**src/rtl/pipe_pkg.sv**
```systemverilog
// Shared definitions for the CPU pipeline stage registers: occupancy encoding
// and default payload widths for each inter-stage latch.
package pipe_pkg;

  typedef enum logic [1:0] {
    OCC_EMPTY = 2'd0,
    OCC_ONE   = 2'd1,
    OCC_FULL  = 2'd2
  } occState_e;

  localparam int unsigned IF_ID_DATA_W  = 64;
  localparam int unsigned IF_ID_CTRL_W  = 1;
  localparam int unsigned ID_EX_DATA_W  = 143;
  localparam int unsigned ID_EX_CTRL_W  = 8;
  localparam int unsigned EX_MEM_DATA_W = 106;
  localparam int unsigned EX_MEM_CTRL_W = 4;
  localparam int unsigned MEM_WB_DATA_W = 71;
  localparam int unsigned MEM_WB_CTRL_W = 2;

endpackage

```
**src/rtl/sat_counter.sv**
```systemverilog
// Saturating up-counter shared by the pipeline performance counters.
module sat_counter #(
  parameter int unsigned W = 16
) (
  input  logic         clk_i,
  input  logic         rst_i,
  input  logic         inc,
  output logic [W-1:0] cnt
);

  always_ff @(posedge clk_i or negedge rst_i) begin
    if (!rst_i) begin
      cnt <= '0;
    end else if (inc && (cnt != {W{1'b1}})) begin
      cnt <= cnt + W'(1);
    end
  end

endmodule

```
**src/rtl/pipe_stage_reg.sv**
```systemverilog
// Generic pipeline stage latch with valid/ready handshake, optional skid entry,
// flush-to-bubble and a saturating count of cycles spent holding an unsent entry.
module pipe_stage_reg
  import pipe_pkg::*;
#(
  parameter int unsigned DATA_W  = ID_EX_DATA_W,
  parameter int unsigned CTRL_W  = ID_EX_CTRL_W,
  parameter bit          SKID_EN = 1'b1,
  parameter int unsigned CNT_W   = 16
) (
  input  logic              clk_i,
  input  logic              rst_i,
  input  logic              stall_i,
  input  logic              flush_i,
  input  logic              in_valid_i,
  output logic              in_ready_o,
  input  logic [DATA_W-1:0] in_data_i,
  input  logic [CTRL_W-1:0] in_ctrl_i,
  output logic              out_valid_o,
  input  logic              out_ready_i,
  output logic [DATA_W-1:0] out_data_o,
  output logic [CTRL_W-1:0] out_ctrl_o,
  output logic [1:0]        occupancy_o,
  output logic [CNT_W-1:0]  stall_cnt_o
);

  occState_e         occ;
  logic [DATA_W-1:0] mainData;
  logic [CTRL_W-1:0] mainCtrl;
  logic [DATA_W-1:0] skidData;
  logic [CTRL_W-1:0] skidCtrl;
  logic              inFire;
  logic              outFire;
  logic              holding;

  // With the skid entry, in_ready depends only on held state, cutting the
  // ready path from downstream; without it, a full entry can only be replaced
  // in the same cycle it leaves.
  always_comb begin
    holding     = (occ != OCC_EMPTY);
    out_valid_o = holding & ~stall_i;
    outFire     = out_valid_o & out_ready_i;
    if (SKID_EN) begin
      in_ready_o = (occ != OCC_FULL) & ~stall_i;
    end else begin
      in_ready_o = (~holding | out_ready_i) & ~stall_i;
    end
    inFire      = in_valid_i & in_ready_o;
    out_data_o  = mainData;
    out_ctrl_o  = out_valid_o ? mainCtrl : '0;
    occupancy_o = occ;
  end

  // Flush beats everything; stall needs no branch since it already forces
  // both fire signals low.
  always_ff @(posedge clk_i or negedge rst_i) begin
    if (!rst_i) begin
      occ      <= OCC_EMPTY;
      mainData <= '0;
      mainCtrl <= '0;
      skidData <= '0;
      skidCtrl <= '0;
    end else if (flush_i) begin
      occ <= OCC_EMPTY;
    end else begin
      case (occ)
        OCC_EMPTY: begin
          if (inFire) begin
            occ      <= OCC_ONE;
            mainData <= in_data_i;
            mainCtrl <= in_ctrl_i;
          end
        end
        OCC_ONE: begin
          if (inFire && outFire) begin
            mainData <= in_data_i;
            mainCtrl <= in_ctrl_i;
          end else if (inFire && SKID_EN) begin
            occ      <= OCC_FULL;
            skidData <= in_data_i;
            skidCtrl <= in_ctrl_i;
          end else if (outFire) begin
            occ <= OCC_EMPTY;
          end
        end
        OCC_FULL: begin
          if (outFire) begin
            occ      <= OCC_ONE;
            mainData <= skidData;
            mainCtrl <= skidCtrl;
          end
        end
        default: occ <= OCC_EMPTY;
      endcase
    end
  end

  sat_counter #(.W(CNT_W)) stallCounter (
    .clk_i (clk_i),
    .rst_i (rst_i),
    .inc   (holding & ~outFire & ~flush_i),
    .cnt   (stall_cnt_o)
  );

endmodule

```
**config.mk**
```make
export PLATFORM = sky130hd
export DESIGN_NAME = pipe_stage_reg
export DESIGN_NICKNAME = d
export VERILOG_FILES = /design/src/rtl/pipe_pkg.sv /design/src/rtl/sat_counter.sv /design/src/rtl/pipe_stage_reg.sv
export SDC_FILE = /design/constraint.sdc
export NUM_CORES = 1
export LEC_CHECK = 0
export CORE_ASPECT_RATIO = 1.4
export CORE_MARGIN = 1.5
export CORE_UTILIZATION = 44
export CTS_CLUSTER_DIAMETER = 100
export DETAILED_ROUTE_END_ITERATION = 16
export MAX_ROUTING_LAYER = met4
export PLACE_DENSITY = 0.73
export RECOVER_POWER = 100
export SLEW_MARGIN = 40
export SYNTH_ARGS = -nofsm -noshare
export SYNTH_HDL_FRONTEND = slang
export SYNTH_HIERARCHICAL = 1
export SYNTH_SLANG_ARGS = --single-unit
```
**constraint.sdc**
```tcl
create_clock -name clk_i -period 4.4 [get_ports clk_i]
set_input_delay 0.88 -clock clk_i [delete_from_list [all_inputs] [get_ports clk_i]]
set_output_delay 0.88 -clock clk_i [all_outputs]
set_load 0.01 [all_outputs]
```
* Yosys cells after proc, flatten, opt, wreduce, memory -nomap -nowiden
Index checks and enable logic that the tools add are counted. W data, S select, Z words.
Word-level totals: register bits 320, word-level logic and storage cells 52, input port bits 157, output and inout bits 171
Cells by class: reduce and logical (&&, ||, !) cells 8, bitwise gates (word level) 10, equality and inequality tests 11, add/subtract/negate cells 1, muxes and demuxes 16
Operator list (count):
- $mux W143 | 3
- $pmux W143 S3 | 1
- $mux W8 | 4
- $pmux W8 S3 | 1
- $add A16 B1 Y16 const B | 1
- $ne A16 B16 Y1 const B | 1
- $mux W2 | 6
- $ne A3 B3 Y1 const B | 3
- $ne A2 B2 Y1 const B | 4
- $reduce_and A4 Y1 | 2
- $and A1 B1 Y1 | 6
- $pmux W2 S3 | 1
- $reduce_and A5 Y1 | 1
- $ne A4 B4 Y1 const B | 1
- $not A1 Y1 | 4
- $reduce_bool A3 Y1 | 1
- $eq A2 B1 Y1 const B | 1
- $eq A2 B2 Y1 const B | 1
- $logic_and A1 B1 Y1 | 2
- $logic_not A2 Y1 | 1
- $reduce_bool A2 Y1 | 1

* Longest topological paths before layout
Gate-level depths: netlist of the first run.
word-level depth 8, depth in mapped cells 7, gate-level depth less buffers 6

* Modules after synthesis
The synthesis of the first run kept the hierarchy.
Modules (own cells, without submodules):
- pipe_stage_reg | cells an instance 1206, instances 1, area an instance 13586.8 um^2
- sat_counter | cells an instance 77, instances 1, area an instance 884.6 um^2

* Worst setup path after synthesis of the first run
OpenSTA, ideal clock, no wires.
path kind input to register, start input port out_ready_i, end register stallCounter.cnt[15], required time 4275 ps, buffers on the path 0, slack 2041 ps, stages on the path 6, arrival 2234 ps, path through nor2b_1 > nor3_1 > nand4_1 > nor4_4 > nand3_2 > mux2_4
Between the ends: word-level cells in the longest chain between the ends 5
Ends and longest elaborated chain:
- start: declaration | line pipe_stage_reg.sv:20 | input logic out_ready_i,
- $and A1 B1 Y1 | line pipe_stage_reg.sv:42 | outFire = out_valid_o & out_ready_i;
- $not A1 Y1 | line pipe_stage_reg.sv:101 | .inc (holding & ~outFire & ~flush_i),
- $and A1 B1 Y1 (2 in series) | line pipe_stage_reg.sv:101
- $logic_and A1 B1 Y1 | line sat_counter.sv:14 | end else if (inc && (cnt != {W{1'b1}})) begin
- end signal: assignment | line sat_counter.sv:15 | cnt <= cnt + W'(1);
- end: declaration | line sat_counter.sv:8 | output logic [W-1:0] cnt
Every way passes these cells. A chain may end at the register's enable or synchronous reset.

* Worst setup path in the final report of the first run
start input port stall_i, end output port out_ctrl_o[5]
Between the ends: word-level cells in the longest chain between the ends 3
Ends and longest elaborated chain:
- start: declaration | line pipe_stage_reg.sv:13 | input logic stall_i,
- $not A1 Y1
- $and A1 B1 Y1 | line pipe_stage_reg.sv:41 | out_valid_o = holding & ~stall_i;
- $mux W8 | line pipe_stage_reg.sv:50 | out_ctrl_o = out_valid_o ? mainCtrl : '0;
- end: declaration | line pipe_stage_reg.sv:22 | output logic [CTRL_W-1:0] out_ctrl_o,
Every way passes these cells.

==> flow_summary_export.csv, run 1 <==
group,metric,value,unit
run_status,status,"complete, but fails checks",
run_status,violations,"capacitance limit, slew limit",
timing,setup_tns,0,ns
setup_path,cpMostUsedCell,"dlygate4sd3_1",
setup_path,crit_fanout,10,
floorplanning,coreArea,32400,um^2
global_routing,globalRouteTotalUtil,23.4,%
setup_path,max_stage_delay,0.63,ns
drt,firstDrtPassIters,5,
yosys,synthAdderAreaFrac,0.0865,%
setup_path,cp_slowest_cell,"dlygate4sd3_1",
yosys,yosys.area.top_type,"dfrtp_1",
worst_hold_path,min_path_type,"reg2reg",
timing,drv_slew,380,
clock_tree,cts_buffers,34,
drt,viasPerCell,5.63,
yosys,syn_nets,1441,
yosys,synth.avg_cell_area,11.3,um^2
placed_design,dp_cells,1946,
yosys,synth_cell_type_count,40,
yosys,synth_seq_area_share,55.3,%
setup_path,crit_chain,"dlygate4sd3_1, nor2_1, clkbuf_1, and2_1, dlygate4sd3_1",
drt,ant_nets,0,
setup_path,cp-start-kind,"input pin",
yosys,muxShareOfSynthArea,14.0,%
floorplanning,die_w,156,um
yosys,synthXorXnorAreaFrac,0.424,%
drt,drc_errors,0,
yosys,synth_top_area_share,55.3,%
clock_tree,cts.path.max_buffers,3,
global_routing,grt_pass1_wl,62200,um
yosys,synth_top_family_by_area,"compound AO/OA/AOI/OAI gates",
timing,tightestPinTransition,1.92,ns
global_routing,grt_pass1_vias,11500,
layout,drive_gt1_share,9.65,%
drt,drt-total-wl,39000,um
placed_design,dp_hpwl,23500,um
timing,setup_slack,0.638,ns
placed_design,post-place-ws,1.08,ns
clock_tree,cts.sink_count,320,
placed_design,io_buffers,327,
timing,fmax,266,MHz
clock_tree,ctsResizeCount,0,
yosys,synth-simple-area-share,10.7,%
setup_path,cp_top_family,"buffers and inverters",
timing,period_needed,3.76,ns
setup_path,path_class,"in2out",
yosys,yosys-top-cells-area,"dfrtp_1, a41oi_1, mux2_4, nand2_1, mux2_2",
timing,relSlewSlack,-28.2,%
clock_tree,cts_tree,"built",
pwr,power,8350,uW
drt,vias,11300,
setup_path,required,3.52,ns
pwr,p_per_area,447,nW/um^2
setup_path,crit_buf_inv,3,
drt,routedWlPerCell,19.4,um
yosys,synth-main-ff-cell,"dfrtp_1",
pwr,leakagePower,0.00798,uW
clock_tree,clk_pin_slew_worst_paths,0.06,ns
floorplanning,dieArea,34000,um^2
floorplanning,num_rows,78,
setup_path,crit_arrival,2.88,ns
yosys,synth-seq-cells,320,
layout,layout.nets,1701,
run,cap_viol_max_count,5,
yosys,yosysWarnings,6,
clock_tree,clockRootBuffer,"clkbuf_16",
global_routing,grt_max_degree,165,
yosys,syn_inst,1283,
yosys,syn_area,14500,um^2
pwr,ir_drop,0.348,mV
setup_path,critPathCaptureType,"output pin",
floorplanning,pin_count,328,
clock_tree,cts_setup_buffers,0,
global_routing,grt_antenna_before_repair,2,
timing,period_share,85.5,%
placed_design,gp_congestion,0.843,
clock_tree,cts_hold_buffers,0,
timing,skew,0.0187,ns
floorplanning,fp.dieH,218,um
clock_tree,cts_max_level,2,
drt,drtIter0Drc,731,
layout,layoutNonFillerInstCount,2007,
layout,syn2layout_area_growth,29.0,%
yosys,synth_edf_count,0,
timing,rsz0062_at_grt,"false",
global_routing,overflow,0,
yosys,synth_compound_area_share,15.3,%
yosys,async_flop_share,100,%
timing,setup_viol,0,
clock_tree,clk_latency,0.52,ns
floorplanning,start_util,44.7,%
timing,hold_viol,0,
logic make-up after synthesis:
group,count (synthesis)
buffers and inverters,118
adders and majority gates,1
DFF,320
and+or+nand+nor,363
muxes,153
AOI/OAI and AO/OA,321
xor gates and xnor gates,7
state kept, by name, indices dropped and copies added (netlist names):
| register | flops |
|---|---|
| skidCtrl | 8 |
| occupancy_o | 2 |
| stallCounter/cnt | 16 |
| skidData | 143 |
| mainCtrl | 8 |
| out_data_o | 143 |
stage by stage:
step / instance area [um^2] / hold slack, ns / utilization (%)
CTS: 19100 / 0.441 / 58.8
global placement: 18000 / 0.486 / 55.4
detailed placement: 18000 / 0.491 / 55.4
floorplan: 14500 / 0.479 / -
global route: 18700 / 0.510 / 57.6
finish: 18700 / 0.494 / 57.6
path summary, 6_finish.rpt:
| kind | startpoint | end | slack [ns] | cells after the start |
|---|---|---|---|---|
| setup / recovery | stall_i | out_ctrl_o[5] | 0.64 | 5 |
| hold / removal | skidData[92]$_DFFE_PN0P_ | skidData[92]$_DFFE_PN0P_ | 0.49 | 1 |
| setup reg to reg | occupancy_o[1]$_DFFE_PN0P_ | out_data_o[41]$_DFFE_PN0P_ | 1.41 | 5 |
| hold reg to reg | skidData[92]$_DFFE_PN0P_ | skidData[92]$_DFFE_PN0P_ | 0.49 | 1 |
| max in group asynchronous | rst_i | skidData[64]$_DFFE_PN0P_ | 1.39 | 2 |
| min in group asynchronous | rst_i | skidData[121]$_DFFE_PN0P_ | 0.79 | 1 |
cell type report:
cell class	count	area, um^2
Fill cell	2785	13700
Sequential cell	320	8010
Multi-Input combinational cell	845	5560
Timing Repair Buffer	342	3460
Clock buffer	46	977
Tap cell	440	551
Clock inverter	12	119
Antenna cell	2	5.00
Yosys cell counts (all sizes together), types with 5 or more instances:
| cell type | number |
|---|---|
| nor2 | 11 |
| xnor2 | 5 |
| buf | 79 |
| dfrtp | 320 |
| a41oi | 153 |
| mux2 | 153 |
| nand3 | 9 |
| nand4 | 10 |
| and2 | 8 |
| a21oi | 156 |
| nand2 | 307 |
| clkbuf | 39 |
per-layer routing:
| layer | part of all wire [%] | up-vias | routed length, um | track usage (%) |
|---|---|---|---|---|
| li1 | - | 5172 | - | - |
| met1 | 40 | 5724 | 15400 | 27.9 |
| met2 | 51 | 321 | 19900 | 38.7 |
| met3 | 5.8 | 77 | 2270 | 4.81 |
| met4 | 3.4 | 0 | 1340 | 9.05 |
| met5 | 0 | - | 0 | - |
placed cells by master, fill, tap and decap left out, drive strengths merged, types with 2 or more instances in the layout:
master / n
a21oi: 156
xor2: 2
buf: 9
clkbuf: 53
dfrtp: 320
nand2: 307
a41oi: 153
xnor2: 5
o21a: 3
and3: 3
o21ai: 3
clkinvlp: 2
nor3: 2
nand3: 9
and2: 8
nor2b: 3
a31oi: 2
dlygate4sd3: 168
mux2: 153
nor2: 11
nand4: 10
clkdlybuf4s50: 158
and4: 2
diode: 2
clkinv: 7
nand2b: 3
nor4: 2
bufinv: 2
where the power goes:
| group | total [uW] | internal [uW] | switching [uW] |
|---|---|---|---|
| Combinational | 1690 | 896 | 794 |
| Clock | 2840 | 1670 | 1170 |
| Sequential | 3810 | 3490 | 323 |
| Total | 8350 | 6060 | 2290 |
worst reg2reg max path, cell delays in order, from the launching register on:
cell and delay [ns]:
dfrtp_1 0.48, nand2b_1 0.20, o21ai_0 0.36, clkbuf_4 1.19
a21oi_1 0.38, a41oi_1 0.27
Power figures use the tool's default switching activity.
==> inputs of run 2 (changes only) <==
--- a/config.mk
+++ b/config.mk
@@ -11,7 +11,7 @@
 export CTS_CLUSTER_DIAMETER = 100
 export DETAILED_ROUTE_END_ITERATION = 16
 export MAX_ROUTING_LAYER = met4
-export PLACE_DENSITY = 0.73
+export PLACE_DENSITY = 0.77
 export RECOVER_POWER = 100
 export SLEW_MARGIN = 40
 export SYNTH_ARGS = -nofsm -noshare
==> constraint.sdc (replaced) <==
create_clock -name clk_i -period 4.5 [get_ports clk_i]
set_input_delay 0.9 -clock clk_i [delete_from_list [all_inputs] [get_ports clk_i]]
set_output_delay 0.9 -clock clk_i [all_outputs]
set_load 0.01 [all_outputs]
==> run 2 against run 1 <==
Net effect: total power up 0.10%; critical path depth unchanged; combinational power about the same; the run still ends with capacitance limit, slew limit left; clock skew down 0.0029 ns; hold slack worse by 0.0032 ns; largest cell class unchanged; sequential cell count unchanged.
==> flow_summary_export.csv, run 2 (same netlist as run 1, synthesis figures left out) <==
group,metric,value,unit
timing,rsz0062_at_grt,"false",
timing,period_share,84.3,%
drt,ant_nets,0,
timing,tightestPinTransition,2.82,ns
global_routing,grt_pass1_vias,11800,
pwr,power,8360,uW
timing,setup_viol,0,
timing,drv_slew,120,
clock_tree,ctsResizeCount,0,
setup_path,required,3.60,ns
layout,layout.nets,1710,
floorplanning,pin_count,328,
layout,layout_common_cells,"dfrtp_1, nand2_1, dlygate4sd3_1",
layout,final_common_cell,"dfrtp_1",
timing,relSlewSlack,-88.1,%
setup_path,cp-start-kind,"input pin",
timing,skew,0.0159,ns
floorplanning,fp.dieH,218,um
drt,viasPerCell,5.68,
global_routing,overflow,0,
clock_tree,clockRootBuffer,"clkbuf_16",
timing,period_needed,3.80,ns
floorplanning,coreArea,32400,um^2
drt,drc_errors,0,
floorplanning,die_w,156,um
placed_design,gp_congestion,0.844,
global_routing,grt_max_degree,163,
floorplanning,num_rows,78,
layout,syn2layout_area_growth,30.4,%
clock_tree,clk_pin_slew_worst_paths,0.06,ns
setup_path,crit_fanout,10,
drt,drt-total-wl,39300,um
pwr,ir_drop,0.320,mV
setup_path,path_class,"in2out",
setup_path,crit_arrival,2.90,ns
placed_design,dp_hpwl,24700,um
setup_path,critPathCaptureType,"output pin",
placed_design,io_buffers,327,
clock_tree,cts_setup_buffers,0,
drt,drtIter0Drc,973,
clock_tree,cts_tree,"built",
clock_tree,clk_latency,0.52,ns
drt,vias,11500,
clock_tree,cts_max_level,2,
global_routing,globalRouteTotalUtil,23.9,%
layout,fillers,2783,
clock_tree,cts_buffers,34,
floorplanning,dieArea,34000,um^2
pwr,leakagePower,0.00806,uW
timing,fmax,263,MHz
timing,setup_tns,0,ns
global_routing,grt_pass1_wl,63500,um
layout,drive_gt1_share,10.2,%
clock_tree,cts_hold_buffers,0,
timing,hold_viol,0,
drt,firstDrtPassIters,5,
worst_hold_path,min_path_type,"reg2reg",
run,cap_viol_max_count,2,
global_routing,grt_antenna_before_repair,2,
clock_tree,cts.sink_count,320,
run_status,status,"complete, but fails checks",
clock_tree,cts.path.max_buffers,3,
run_status,violations,"capacitance limit, slew limit",
floorplanning,start_util,44.7,%
drt,routedWlPerCell,19.5,um
pwr,p_per_area,443,nW/um^2
run 2: cell types whose count changed in the layout (fill, tap and decap cells not counted), sizes merged:
cell / change
clkbuf: +11
buf: +4
clkdlybuf4s50: +3
clkinv: -3
dlygate4sd3: -3
clkinvlp: +1
run 2: per-layer routing:
metal	up-vias	GRT usage [%]	part of all wire, %
li1	5200	-	-
met1	5786	28.9	40
met2	400	38.5	50
met3	96	4.89	6.0
met4	0	10.6	4.4
met5	-	-	0
run 2: power by group:
group | internal [uW] | leakage (uW) | switching, uW
registers | 3410 | 0.00391 | 325
clock network | 1800 | 0.000590 | 1160
logic | 883 | 0.00356 | 777
run 2: area by class of cell:
class / instances / area (um^2) / area share (%)
flip-flops and latches: 320 / 8010 / 42.4
clock inverters: 10 / 114 / 0.604
multi-input cells: 845 / 5560 / 29.5
repair buffers: 351 / 3540 / 18.8
clock buffers: 52 / 1090 / 5.79
diodes: 2 / 5.00 / 0.0265
well taps: 440 / 551 / 2.92
run 2: per-stage QoR:
step	setup WS (ns)	hold slack, ns	cells	utilization (%)	instance area (um^2)
5_1_grt	0.620	0.507	2020	58.2	18900
4_1_cts	1.12	0.281	2017	59.6	19300
6_report	0.704	0.491	2020	58.2	18900
3_3_place_gp	1.16	0.486	1953	55.8	18100
3_5_place_dp	1.12	0.491	1955	55.9	18100
2_1_floorplan	2.10	0.479	1283	-	14500
run 2: final timing paths:
| check | from | endpoint | slack (ns) | cells after the start |
|---|---|---|---|---|
| setup / recovery | stall_i | out_ctrl_o[1] | 0.70 | 5 |
| hold / removal | skidData[64]$_DFFE_PN0P_ | skidData[64]$_DFFE_PN0P_ | 0.49 | 1 |
| setup reg to reg | occupancy_o[1]$_DFFE_PN0P_ | skidData[52]$_DFFE_PN0P_ | 1.40 | 4 |
| hold reg to reg | skidData[64]$_DFFE_PN0P_ | skidData[64]$_DFFE_PN0P_ | 0.49 | 1 |
| max in group asynchronous | rst_i | out_data_o[67]$_DFFE_PN0P_ | 1.41 | 3 |
| min in group asynchronous | rst_i | out_data_o[13]$_DFFE_PN0P_ | 1.28 | 1 |
run 2: worst max-delay path: stages:
cell,delay [ns]
dlygate4sd3_1,0.64
nor2_1,0.13
clkbuf_1,0.43
and2_1,0.19
dlygate4sd3_1,0.60
==> inputs of run 3 (changes only) <==
==> constraint.sdc (replaced) <==
create_clock -name clk_i -period 3.5 [get_ports clk_i]
set_input_delay 0.7 -clock clk_i [delete_from_list [all_inputs] [get_ports clk_i]]
set_output_delay 0.7 -clock clk_i [all_outputs]
set_load 0.01 [all_outputs]
==> run 3 against run 2 <==
Net effect: the run still ends with capacitance limit, slew limit left; count of clock-buffer cells in the layout fell by 4; first-iteration DRC count decreased by 20%; combinational power increased by 28%; non-clock buffer count shrank 5; sequential power up 28%; sequential share of layout area up 0.21 points; critical endpoint is now out_ctrl_o[0]; largest cell class unchanged.
==> flow_summary_export.csv, run 3 (same netlist as run 1, synthesis figures left out) <==
group,metric,value,unit
run_status,status,"complete, but fails checks",
run_status,violations,"capacitance limit, slew limit",
clock_tree,clk_latency,0.53,ns
clock_tree,cts_hold_buffers,0,
clock_tree,ctsResizeCount,0,
timing,relSlewSlack,-48.0,%
setup_path,critPathCaptureType,"output pin",
global_routing,globalRouteTotalUtil,23.6,%
timing,setup_viol,0,
floorplanning,die_w,156,um
pwr,ir_drop,0.351,mV
placed_design,placed_cell_area,18000,um^2
drt,firstDrtPassIters,5,
setup_path,cpMostUsedCell,"dlygate4sd3_1",
global_routing,grt_pass1_wl,62700,um
drt,drt-total-wl,38800,um
placed_design,gp_congestion,0.870,
timing,rsz0062_at_grt,"false",
run,cap_viol_max_count,3,
pwr,power,10700,uW
pwr,switching_power,2900,uW
layout,layoutNonFillerInstCount,2014,
floorplanning,fp.dieH,218,um
layout,final_core_util,57.9,%
setup_path,cp_slowest_cell,"dlygate4sd3_1",
layout,layout_common_cells,"dfrtp_1, nand2_1, dlygate4sd3_1",
clock_tree,cts.sink_count,320,
setup_path,crit_chain,"dlygate4sd3_1, nor2_1, buf_4, and2_1, dlygate4sd3_1",
global_routing,grt_antenna_before_repair,1,
clock_tree,clk_pin_slew_worst_paths,0.06,ns
worst_hold_path,min_path_type,"reg2reg",
clock_tree,cts_buffers,34,
clock_tree,cts_tree,"built",
floorplanning,start_util,44.7,%
floorplanning,pin_count,328,
setup_path,cp_top_family,"buffers and inverters",
pwr,clkPwrFrac,35.2,%
timing,period_share,89.4,%
global_routing,grt_pass1_vias,11700,
timing,tightestPinTransition,2.22,ns
setup_path,required,2.80,ns
layout,drive_gt1_share,10.1,%
pwr,p_comb_share,19.9,%
setup_path,crit_arrival,2.43,ns
placed_design,io_buffers,327,
drt,drc_errors,0,
layout,layout.nets,1705,
pwr,leakagePower,0.00805,uW
layout,finalInstanceArea,18800,um^2
global_routing,grt_max_degree,159,
timing,period_needed,3.13,ns
setup_path,max_stage_delay,0.64,ns
timing,drv_slew,386,
drt,viasPerCell,5.67,
drt,routedWlPerCell,19.3,um
clock_tree,cts_max_level,2,
timing,hold_viol,0,
layout,final_common_cell,"dfrtp_1",
layout,syn2layout_area_growth,29.7,%
setup_path,path_class,"in2out",
drt,drtIter0Drc,781,
pwr,switching_share,27.2,%
setup_path,crit_buf_inv,3,
setup_path,crit_fanout,10,
floorplanning,coreArea,32400,um^2
timing,fmax,320,MHz
pwr,p_int,7790,uW
floorplanning,num_rows,78,
floorplanning,dieArea,34000,um^2
drt,ant_nets,0,
pwr,p_seq_share,44.9,%
placed_design,dp_hpwl,24000,um
clock_tree,clockRootBuffer,"clkbuf_16",
clock_tree,cts_setup_buffers,0,
timing,skew,0.0119,ns
setup_path,cp-start-kind,"input pin",
placed_design,dp_cells,1951,
global_routing,overflow,0,
clock_tree,cts.path.max_buffers,3,
drt,vias,11400,
pwr,p_per_area,569,nW/um^2
timing,setup_tns,0,ns
## run 3: cell types whose count changed in the layout (fill, tap and decap cells not counted), moves of 2 or more
cell	before	now
and2_0	6	0
and2_1	2	8
clkdlybuf4s50_1	161	155
dlygate4sd3_1	165	171
clkbuf_4	0	4
buf_6	3	0
clkbuf_16	37	34
clkbuf_8	11	8
bufinv_16	2	4
inv_6	0	2
## run 3: worst register-to-register path, cell delays in order, from the launching register on
cell and delay [ns]:
dfrtp_1 0.48, nand2b_1 0.24, o21ai_4 0.15, clkbuf_4 1.17, a21oi_1 0.36, a41oi_1 0.26
## run 3: metal layers
metal / GRT usage, % / routed length, um / vias up
met5: - / 0 / -
met1: 28.1 / 15100 / 5732
met4: 12.3 / 2070 / 0
li1: - / - / 5190
met2: 37.2 / 19000 / 387
met3: 5.74 / 2650 / 112
## run 3: path summary, 6_finish.rpt
check                                            from                          end  slack [ns]  cells after the start
setup reg to reg           occupancy_o[1]$_DFFE_PN0P_   out_data_o[76]$_DFFE_PN0P_        0.73                      5
setup / recovery                              stall_i                out_ctrl_o[0]        0.37                      5
hold reg to reg              skidData[64]$_DFFE_PN0P_     skidData[64]$_DFFE_PN0P_        0.49                      1
hold / removal               skidData[64]$_DFFE_PN0P_     skidData[64]$_DFFE_PN0P_        0.49                      1
min in group asynchronous                       rst_i  out_data_o[137]$_DFFE_PN0P_        0.82                      1
max in group asynchronous                       rst_i   out_data_o[64]$_DFFE_PN0P_        0.79                      2
## run 3: area by class of cell
cell class | instances | area, um^2
diodes | 1 | 2.50
well taps | 440 | 551
multi-input cells | 845 | 5570
repair buffers | 346 | 3460
flip-flops and latches | 320 | 8010
fillers | 2755 | 13600
clock buffers | 48 | 983
clock inverters | 14 | 194
## run 3: power by group through the flow
stage	Clock [uW]	Sequential, uW	Combinational, uW
6_report	3760	4800	2130
5_1_grt	4010	4880	2320
4_1_cts	3870	4820	2420
3_5_place_dp	0	4870	2410
3_3_place_gp	0	4840	2340
2_1_floorplan	0	4950	971
## run 3: through the flow
stage	hold slack (ns)	worst slack (ns)
global route	0.510	0.257
CTS	0.194	0.534
detailed placement	0.492	0.547
global placement	0.486	0.557
finish	0.494	0.371
floorplan	0.404	1.32
